**src/rtl/ysyx_mem_arbiter_if.sv**
```systemverilog
// Downstream AXI-lite-style memory bus driven by ysyx_mem_arbiter.
// The master modport is the arbiter side; the slave modport is the SoC crossbar side.
interface ysyx_mem_arbiter_if #(
  parameter int XLEN = 32
);
  logic            m_arvalid;
  logic            m_arready;
  logic [XLEN-1:0] m_araddr;
  logic [7:0]      m_arstrb;
  logic            m_rvalid;
  logic            m_rready;
  logic [XLEN-1:0] m_rdata;
  logic            m_awvalid;
  logic            m_awready;
  logic [XLEN-1:0] m_awaddr;
  logic            m_wvalid;
  logic            m_wready;
  logic [XLEN-1:0] m_wdata;
  logic [7:0]      m_wstrb;
  logic            m_bvalid;
  logic            m_bready;

  modport master (
    output m_arvalid, m_araddr, m_arstrb, m_rready,
    output m_awvalid, m_awaddr, m_wvalid, m_wdata, m_wstrb, m_bready,
    input  m_arready, m_rvalid, m_rdata, m_awready, m_wready, m_bvalid
  );

  modport slave (
    input  m_arvalid, m_araddr, m_arstrb, m_rready,
    input  m_awvalid, m_awaddr, m_wvalid, m_wdata, m_wstrb, m_bready,
    output m_arready, m_rvalid, m_rdata, m_awready, m_wready, m_bvalid
  );
endinterface

```
**src/rtl/ysyx_mem_arbiter.sv**
```systemverilog
// Single-outstanding arbiter sharing one memory master among IFU read, LSU load and LSU store.
// Optional IFU anti-starvation guard: define YSYX_ARB_STARVE_GUARD_EN.
module ysyx_mem_arbiter #(
  parameter int XLEN         = 32,
  parameter int STARVE_LIMIT = 8
) (
  input  logic             clock,
  input  logic             reset,
  input  logic             flush_pipeline,
  input  logic             ifu_arvalid,
  input  logic [XLEN-1:0]  ifu_araddr,
  output logic             ifu_rvalid,
  output logic [XLEN-1:0]  ifu_rdata,
  input  logic             lsu_arvalid,
  input  logic [XLEN-1:0]  lsu_araddr,
  input  logic [7:0]       lsu_rstrb,
  output logic             lsu_rvalid,
  output logic [XLEN-1:0]  lsu_rdata,
  input  logic             lsu_awvalid,
  input  logic [XLEN-1:0]  lsu_awaddr,
  input  logic [XLEN-1:0]  lsu_wdata,
  input  logic [7:0]       lsu_wstrb,
  output logic             lsu_wready,
  ysyx_mem_arbiter_if.master bus
);

  typedef enum logic [2:0] {S_IDLE, S_AR, S_R, S_AW, S_B} state_e;
  typedef enum logic [1:0] {G_NONE, G_IFU, G_LD, G_ST} grant_e;

  state_e          state_q, state_d;
  grant_e          grant_q, grant_d;
  logic [XLEN-1:0] addr_q, sel_addr;
  logic [7:0]      strb_q, sel_strb;
  logic [XLEN-1:0] wdata_q;
  logic            aw_done_q, w_done_q, flushed_q;
  logic            ar_valid, aw_valid, w_valid, b_ready, r_fire, b_fire;
  logic            ifu_force;

  always_comb begin
    // NOTE: every combinational output gets a default first so no path can infer a latch.
    state_d  = state_q;
    grant_d  = grant_q;
    sel_addr = '0;
    sel_strb = '0;
    ar_valid = 1'b0;
    aw_valid = 1'b0;
    w_valid  = 1'b0;
    b_ready  = 1'b0;
    r_fire   = 1'b0;
    b_fire   = 1'b0;
    unique case (state_q)
      S_IDLE: begin
        grant_d = G_NONE;
        // Fixed priority store > load > IFU, unless the starvation guard forces the IFU.
        if (ifu_force && ifu_arvalid) begin
          grant_d = G_IFU; state_d = S_AR; sel_addr = ifu_araddr; sel_strb = 8'hf;
        end else if (lsu_awvalid) begin
          grant_d = G_ST;  state_d = S_AW; sel_addr = lsu_awaddr; sel_strb = lsu_wstrb;
        end else if (lsu_arvalid && !flush_pipeline) begin
          grant_d = G_LD;  state_d = S_AR; sel_addr = lsu_araddr; sel_strb = lsu_rstrb;
        end else if (ifu_arvalid) begin
          grant_d = G_IFU; state_d = S_AR; sel_addr = ifu_araddr; sel_strb = 8'hf;
        end
      end
      S_AR: begin
        ar_valid = 1'b1;
        if (bus.m_arready) state_d = S_R;
      end
      S_R: begin
        if (bus.m_rvalid) begin
          r_fire  = 1'b1;
          state_d = S_IDLE;
        end
      end
      S_AW: begin
        aw_valid = !aw_done_q;
        w_valid  = !w_done_q;
        if ((aw_done_q || bus.m_awready) && (w_done_q || bus.m_wready)) state_d = S_B;
      end
      S_B: begin
        b_ready = 1'b1;
        if (bus.m_bvalid) begin
          b_fire  = 1'b1;
          state_d = S_IDLE;
        end
      end
      default: state_d = S_IDLE;
    endcase
  end

  always_ff @(posedge clock or posedge reset) begin
    if (reset) begin
      state_q   <= S_IDLE;
      grant_q   <= G_NONE;
      addr_q    <= '0;
      strb_q    <= '0;
      wdata_q   <= '0;
      aw_done_q <= 1'b0;
      w_done_q  <= 1'b0;
      flushed_q <= 1'b0;
    end else begin
      // NOTE: sequential state uses non-blocking assignments so every flop samples pre-edge values.
      state_q <= state_d;
      grant_q <= grant_d;
      if (state_q == S_IDLE && state_d != S_IDLE) begin
        addr_q  <= sel_addr;
        strb_q  <= sel_strb;
        wdata_q <= lsu_wdata;
      end
      aw_done_q <= (state_q == S_AW) && (aw_done_q || bus.m_awready);
      w_done_q  <= (state_q == S_AW) && (w_done_q || bus.m_wready);
      flushed_q <= (state_d == S_AR || state_d == S_R) && (grant_q == G_LD)
                   && (flushed_q || flush_pipeline);
    end
  end

`ifdef YSYX_ARB_STARVE_GUARD_EN
  localparam int CNT_W = $clog2(STARVE_LIMIT + 1);
  logic [CNT_W-1:0] starve_q;

  assign ifu_force = (starve_q == CNT_W'(STARVE_LIMIT));

  // Counts IDLE arbitrations the IFU requested but lost; saturates because a full count forces a win.
  always_ff @(posedge clock or posedge reset) begin
    if (reset) begin
      starve_q <= '0;
    end else if (state_q == S_IDLE && ifu_arvalid) begin
      if (grant_d == G_IFU)  starve_q <= '0;
      else if (!ifu_force)   starve_q <= starve_q + 1'b1;
    end
  end
`else
  logic unused_starve_limit;
  assign ifu_force           = 1'b0;
  assign unused_starve_limit = ^STARVE_LIMIT;
`endif

  assign bus.m_arvalid = ar_valid;
  assign bus.m_araddr  = ar_valid ? addr_q : '0;
  assign bus.m_arstrb  = ar_valid ? strb_q : '0;
  assign bus.m_rready  = 1'b1;
  assign bus.m_awvalid = aw_valid;
  assign bus.m_awaddr  = aw_valid ? addr_q : '0;
  assign bus.m_wvalid  = w_valid;
  assign bus.m_wdata   = w_valid ? wdata_q : '0;
  assign bus.m_wstrb   = w_valid ? strb_q : '0;
  assign bus.m_bready  = b_ready;

  // A flushed load still consumes its R beat, but the response is never reported.
  assign ifu_rvalid = r_fire && (grant_q == G_IFU);
  assign lsu_rvalid = r_fire && (grant_q == G_LD) && !flushed_q && !flush_pipeline;
  assign ifu_rdata  = ifu_rvalid ? bus.m_rdata : '0;
  assign lsu_rdata  = lsu_rvalid ? bus.m_rdata : '0;
  assign lsu_wready = b_fire;

  a_ifu_hold: assert property (@(posedge clock) disable iff (reset)
    ((state_q == S_AR || state_q == S_R) && grant_q == G_IFU) |-> ifu_arvalid);
  a_ld_hold: assert property (@(posedge clock) disable iff (reset)
    ((state_q == S_AR || state_q == S_R) && grant_q == G_LD)
      |-> (lsu_arvalid || flush_pipeline || flushed_q));
  a_st_hold: assert property (@(posedge clock) disable iff (reset)
    (state_q == S_AW || state_q == S_B) |-> lsu_awvalid);

endmodule
```
**src/flat_wrapper.sv**
```systemverilog
// flat-port wrapper written by rule: the top's interface ports become plain ports
module ysyx_mem_arbiter_flat 
#(
  parameter int XLEN         = 32,
  parameter int STARVE_LIMIT = 8
)
  (clock, reset, flush_pipeline, ifu_arvalid, ifu_araddr, ifu_rvalid, ifu_rdata, lsu_arvalid, lsu_araddr, lsu_rstrb, lsu_rvalid, lsu_rdata, lsu_awvalid, lsu_awaddr, lsu_wdata, lsu_wstrb, lsu_wready, bus_m_arvalid, bus_m_araddr, bus_m_arstrb, bus_m_rready, bus_m_awvalid, bus_m_awaddr, bus_m_wvalid, bus_m_wdata, bus_m_wstrb, bus_m_bready, bus_m_arready, bus_m_rvalid, bus_m_rdata, bus_m_awready, bus_m_wready, bus_m_bvalid);
  ysyx_mem_arbiter_if #(.XLEN(XLEN)) bus_i ();
  input  logic clock;
  input  logic reset;
  input  logic flush_pipeline;
  input  logic ifu_arvalid;
  input  logic [XLEN-1:0] ifu_araddr;
  output logic ifu_rvalid;
  output logic [XLEN-1:0] ifu_rdata;
  input  logic lsu_arvalid;
  input  logic [XLEN-1:0] lsu_araddr;
  input  logic [7:0] lsu_rstrb;
  output logic lsu_rvalid;
  output logic [XLEN-1:0] lsu_rdata;
  input  logic lsu_awvalid;
  input  logic [XLEN-1:0] lsu_awaddr;
  input  logic [XLEN-1:0] lsu_wdata;
  input  logic [7:0] lsu_wstrb;
  output logic lsu_wready;
  output wire logic [$bits(bus_i.m_arvalid)-1:0] bus_m_arvalid;
  output wire logic [$bits(bus_i.m_araddr)-1:0] bus_m_araddr;
  output wire logic [$bits(bus_i.m_arstrb)-1:0] bus_m_arstrb;
  output wire logic [$bits(bus_i.m_rready)-1:0] bus_m_rready;
  output wire logic [$bits(bus_i.m_awvalid)-1:0] bus_m_awvalid;
  output wire logic [$bits(bus_i.m_awaddr)-1:0] bus_m_awaddr;
  output wire logic [$bits(bus_i.m_wvalid)-1:0] bus_m_wvalid;
  output wire logic [$bits(bus_i.m_wdata)-1:0] bus_m_wdata;
  output wire logic [$bits(bus_i.m_wstrb)-1:0] bus_m_wstrb;
  output wire logic [$bits(bus_i.m_bready)-1:0] bus_m_bready;
  input wire logic [$bits(bus_i.m_arready)-1:0] bus_m_arready;
  input wire logic [$bits(bus_i.m_rvalid)-1:0] bus_m_rvalid;
  input wire logic [$bits(bus_i.m_rdata)-1:0] bus_m_rdata;
  input wire logic [$bits(bus_i.m_awready)-1:0] bus_m_awready;
  input wire logic [$bits(bus_i.m_wready)-1:0] bus_m_wready;
  input wire logic [$bits(bus_i.m_bvalid)-1:0] bus_m_bvalid;
  assign bus_m_arvalid = bus_i.m_arvalid;
  assign bus_m_araddr = bus_i.m_araddr;
  assign bus_m_arstrb = bus_i.m_arstrb;
  assign bus_m_rready = bus_i.m_rready;
  assign bus_m_awvalid = bus_i.m_awvalid;
  assign bus_m_awaddr = bus_i.m_awaddr;
  assign bus_m_wvalid = bus_i.m_wvalid;
  assign bus_m_wdata = bus_i.m_wdata;
  assign bus_m_wstrb = bus_i.m_wstrb;
  assign bus_m_bready = bus_i.m_bready;
  assign bus_i.m_arready = bus_m_arready;
  assign bus_i.m_rvalid = bus_m_rvalid;
  assign bus_i.m_rdata = bus_m_rdata;
  assign bus_i.m_awready = bus_m_awready;
  assign bus_i.m_wready = bus_m_wready;
  assign bus_i.m_bvalid = bus_m_bvalid;
  ysyx_mem_arbiter #(.XLEN(XLEN), .STARVE_LIMIT(STARVE_LIMIT)) u_core (.clock(clock), .reset(reset), .flush_pipeline(flush_pipeline), .ifu_arvalid(ifu_arvalid), .ifu_araddr(ifu_araddr), .ifu_rvalid(ifu_rvalid), .ifu_rdata(ifu_rdata), .lsu_arvalid(lsu_arvalid), .lsu_araddr(lsu_araddr), .lsu_rstrb(lsu_rstrb), .lsu_rvalid(lsu_rvalid), .lsu_rdata(lsu_rdata), .lsu_awvalid(lsu_awvalid), .lsu_awaddr(lsu_awaddr), .lsu_wdata(lsu_wdata), .lsu_wstrb(lsu_wstrb), .lsu_wready(lsu_wready), .bus(bus_i));
endmodule
```
**config.mk**
```make
export PLATFORM = sky130hd
export DESIGN_NAME = ysyx_mem_arbiter_flat
export DESIGN_NICKNAME = d
export VERILOG_FILES = /design/src/rtl/ysyx_mem_arbiter_if.sv /design/src/rtl/ysyx_mem_arbiter.sv /design/src/flat_wrapper.sv
export SDC_FILE = /design/constraint.sdc
export NUM_CORES = 1
export LEC_CHECK = 0
export ABC_CLOCK_PERIOD_IN_PS = 5900
export BUFFER_PORTS_ARGS = -buffer_cell sky130_fd_sc_hd__buf_2
export CORE_AREA = 2 2 145 147
export CTS_CLUSTER_DIAMETER = 80
export DETAILED_ROUTE_END_ITERATION = 10
export DIE_AREA = 0 0 147 149
export PLACE_DENSITY_LB_ADDON = 0.1
export SYNTH_ARGS = -nofsm -noshare
export SYNTH_HDL_FRONTEND = slang
export SYNTH_SLANG_ARGS = --single-unit
```
**constraint.sdc**
```tcl
create_clock -name clock -period 5.9 [get_ports clock]
set_input_delay 0.885 -clock clock [delete_from_list [all_inputs] [get_ports clock]]
set_output_delay 0.885 -clock clock [all_outputs]
set_load 0.05 [all_outputs]
```
==> results by stage <==
STA:
- The final-report setup violation count is 0.
- At the pin with the least slew margin, the transition time is 987 ps.
- The final critical-path share of the clock period is between 50% and 60%.
- The maximum clock skew at final layout is 7.05 ps.
- After layout, the worst setup slack is between 2000 and 3000 ps.
- The total count of max-transition violations in the final report is 0.
- The shortest period the worst path allows is 3340 ps.
- The accumulated negative setup slack is 0 ps.
- The final number of hold-violating endpoints is 0.
- The remaining max-slew budget at the tightest pin is 34.2%.
- Setup repair after global routing left no endpoint under its margin.
- Timing would allow up to 0.300 GHz.

CTS:
- TritonCTS built the clock tree.
- The insertion delay to the later sink of the worst-skew pair is roughly 340 ps.
- The number of buffers inserted for hold repair after clock tree synthesis is 0.
- The tree built by TritonCTS fans out to 80 sinks.
- The buffer levels on the longest clock path is 2.
- The quantity of gates resized following cts is 0.
- In this run, CTS created clock tree buffers numbering 9.
- The H-tree was split into 3 levels.
- The post-CTS setup buffer count is 0.
- The cell at the root of the clock tree is sky130_fd_sc_hd__clkbuf_16.
- After clock tree synthesis, the clock-pin slew on the worst setup and hold paths is 70 ps.

Synthesis:
- The number of unique standard cell types used by synthesis is 38.
- The gate count of the mapped netlist is 559.
- The part of the Yosys area used for sequential elements is 36.9%.
- In this run the biggest area consumer among cell types represents between 30% and 40% of the synthesized area.
- The number of nets produced by synthesis is 746.
- The Yosys step of the flow raised 0 warnings.
- A synthesized cell averages 9.70 µm².
- Yosys attributes the largest share of cell area to sky130_fd_sc_hd__dfrtp_1 (37%), sky130_fd_sc_hd__and2_1 (20%), sky130_fd_sc_hd__mux2_1 (6.4%).
- The flop and latch count out of synthesis is 80.
- Summed over all instances, the cell type with the most area after synthesis is sky130_fd_sc_hd__dfrtp_1.
- The netlist area before placement is roughly 5400 µm².

Route:
- The via count is about 5600.
- The first routing iteration left 210 violations.
- The remaining antenna violation count after routing is 0.
- The wire length reported by the detailed router is 22.4 mm.
- After detailed routing, the number of vias per cell comes to 4.83.
- The routed length per instance is 19.2 µm.
- The first-pass detailed-route iteration total is 4.
- After detailed routing, the number of remaining DRC violations is 0.

Final layout:
- The area growth from synthesis to layout is 43.1%.
- The post-route netlist has 46.5% of its cells at a drive strength greater than 1.
- The finished cells cover about 7800 µm².
- The final instance count without filler cells is approximately 1200.
- For this run, the post-layout net count is 1073.

Placement:
- The weighted congestion at the end of routability-driven global placement is 0.750.
- The half-perimeter wire length after detailed placement is 16.5 mm.
- OpenSTA, run right after detailed placement, puts the worst setup slack at 2270 ps.
- The number of cells in the design after placement is 1150.
- The placed standard-cell area is 7430 µm².
- In this run the tool buffered the top-level ports with 369 buffer cells.

Power:
- The leakage power is between 4 and 5 nW.
- Power comes to 3.77 mW.
- For this design the ratio of total power to cell area is ~490 nW/µm².
- Across the VDD grid, the largest voltage drop is 283 µV.

Global routing:
- Global routing consumed, over all layers together, 19.4% of the routing resources.
- The total global routing overflow is 0.
- The number of global-route vias before repair is 5401.
- The maximum number of pins on one net before global-route repair is between 40 and 50.
- The first-pass GRT wire length is 32.3 mm.
- The number of antenna violations at the first check in global routing came to 3.

Worst setup path:
- The worst register-to-register path ends at u_core.wdata_q[9].
- The biggest fanout along the worst timing path is 40.
- The critical path endpoint category is an output port.
- For the worst flop-to-flop path, the logic depth is 5.
- The data arrival at the endpoint of the critical path is between 2000 and 2500 ps.
- The setup check on the worst reg-to-reg path leaves a slack of 3610 ps.
- The startpoint of the lowest-slack register-to-register path is u_core.state_q[1].
- In this run the worst setup path terminates at lsu_rdata[18].
- The class of the most critical setup path is input pin to output port.
- The category of the worst setup path launch point is an input pin.
- In this run the worst setup path begins at flush_pipeline.
- The required time reported for the critical path endpoint is 5020 ps.

Die:
- The total I/O pin count is 371.
- Measured along the y axis, the die boundary spans 149 µm.
- The starting density of the core is 26.4%.
- In this run the standard cell core region covers 20600 µm².
- The die width is around 150 µm.
- The number of rows in the core area is 53.
- The area of the die is 21900 µm².

Run status:
- The run finished with clean final reports.

Run:
- The max-capacitance violation count is 0.

Worst hold path:
- The class of the worst hold path is flip-flop to flip-flop.
-- per-stage QoR --
step,hold slack [ps],util (%)
3_5_place_dp,473,36.1
2_1_floorplan,456,-
5_1_grt,499,37.7
6_report,483,37.7
4_1_cts,488,37.7
3_3_place_gp,467,36.1
-- worst min-delay path by stage --
stage / cells after the start / startpoint / slack (ps) / to
6_report: 1 / u_core.wdata_q[13] / 480 / u_core.wdata_q[13]
5_1_grt: 1 / u_core.wdata_q[30] / 500 / u_core.wdata_q[30]
4_1_cts: 1 / u_core.wdata_q[26] / 490 / u_core.wdata_q[26]
3_5_place_dp: 1 / u_core.wdata_q[28] / 470 / u_core.wdata_q[28]
3_3_place_gp: 1 / u_core.wdata_q[11] / 470 / u_core.wdata_q[11]
2_1_floorplan: 1 / u_core.wdata_q[0] / 460 / u_core.wdata_q[0]
-- where the power goes --
group	leakage [nW]	switching [mW]	internal, mW
registers	0.973	0.213	0.815
clock network	0.153	0.246	0.375
logic	2.99	1.47	0.648
total	4.12	1.93	1.84
-- cells in the mapped netlist (all sizes together) --
cell type,n
and3,1
dfrtp,80
or2,1
o21bai,2
clkbuf,47
o22ai,1
nand3,1
a211oi,5
o2bb2ai,36
nand3b,1
a311oi,32
o21ai,6
buf,19
inv,3
a21oi,4
o221ai,36
nand4bb,1
and2b,1
nor3,1
or4b,1
nand2b,6
nor2,9
nor4,1
and2,177
nor2b,1
a31oi,3
o211ai,1
o31ai,1
mux2,36
nor3b,3
nand2,5
and3b,36
conb,1
-- cells in the final DEF, fill, tap and decap left out, types with 2 or more instances in the layout --
| master | synthesis | layout |
|---|---|---|
| sky130_fd_sc_hd__and3b_1 | 36 | 36 |
| sky130_fd_sc_hd__mux2_2 | 5 | 5 |
| sky130_fd_sc_hd__bufinv_16 | 0 | 2 |
| sky130_fd_sc_hd__buf_2 | 10 | 369 |
| sky130_fd_sc_hd__nor2_2 | 0 | 2 |
| sky130_fd_sc_hd__a311oi_1 | 32 | 32 |
| sky130_fd_sc_hd__inv_1 | 3 | 2 |
| sky130_fd_sc_hd__dfrtp_1 | 80 | 80 |
| sky130_fd_sc_hd__a31oi_1 | 3 | 3 |
| sky130_fd_sc_hd__buf_4 | 9 | 13 |
| sky130_fd_sc_hd__inv_6 | 0 | 2 |
| sky130_fd_sc_hd__o21bai_1 | 2 | 2 |
| sky130_fd_sc_hd__nand2_1 | 5 | 5 |
| sky130_fd_sc_hd__a21oi_1 | 4 | 4 |
| sky130_fd_sc_hd__nor3b_2 | 1 | 2 |
| sky130_fd_sc_hd__a211oi_1 | 5 | 5 |
| sky130_fd_sc_hd__clkinvlp_4 | 0 | 2 |
| sky130_fd_sc_hd__o2bb2ai_1 | 36 | 36 |
| sky130_fd_sc_hd__clkbuf_16 | 0 | 9 |
| sky130_fd_sc_hd__nand2b_1 | 6 | 5 |
| sky130_fd_sc_hd__mux2_1 | 31 | 31 |
| sky130_fd_sc_hd__o221ai_1 | 36 | 36 |
| sky130_fd_sc_hd__nor2_1 | 9 | 7 |
| sky130_fd_sc_hd__and2_1 | 177 | 177 |
| sky130_fd_sc_hd__o21ai_0 | 5 | 5 |
-- routing by layer --
metal  share of wire (%)  routed length, µm  vias to the layer above  GRT usage (%)
li1                    -                  -                     2683              -
met1                  40               8870                     2691           23.2
met2                  51              11500                      246           35.4
met3                 7.8               1750                       12           4.43
met4                 1.1                251                        0           4.86
met5                   0                  0                        -              0
-- sequential cells by signal, indices dropped and copies added, names as in the netlist --
name              cells
u_core.addr_q        32
u_core.state_q        3
u_core.aw_done_q      1
u_core.strb_q         8
u_core.wdata_q       32
u_core.w_done_q       1
u_core.grant_q        2
u_core.flushed_q      1
-- cells by family after synthesis --
family / count (synthesis) / share of synthesized area, %
AOI/OAI and AO/OA: 127 / 19.6
other: 1 / 0.0692
muxes: 36 / 7.48
buffers and inverters: 69 / 5.66
DFF: 80 / 36.9
and+or+nand+nor: 246 / 30.2
-- final cells by class --
cell class                      instances  area [µm²]
Fill cell                            2169       12800
Multi-Input combinational cell        410        3120
Sequential cell                        80        2000
Timing Repair Buffer                  382        1940
Tap cell                              275         344
Clock buffer                            9         225
Clock inverter                          7         101
Inverter                                3        12.5
Antenna cell                            1        2.50
-- worst max-delay path: stages --
cell and delay, ps:
sky130_fd_sc_hd__buf_2 310, sky130_fd_sc_hd__nor4_4 520, sky130_fd_sc_hd__buf_4 320, sky130_fd_sc_hd__and2_1 150, sky130_fd_sc_hd__buf_2 250
(Power assumes the default switching activity.)
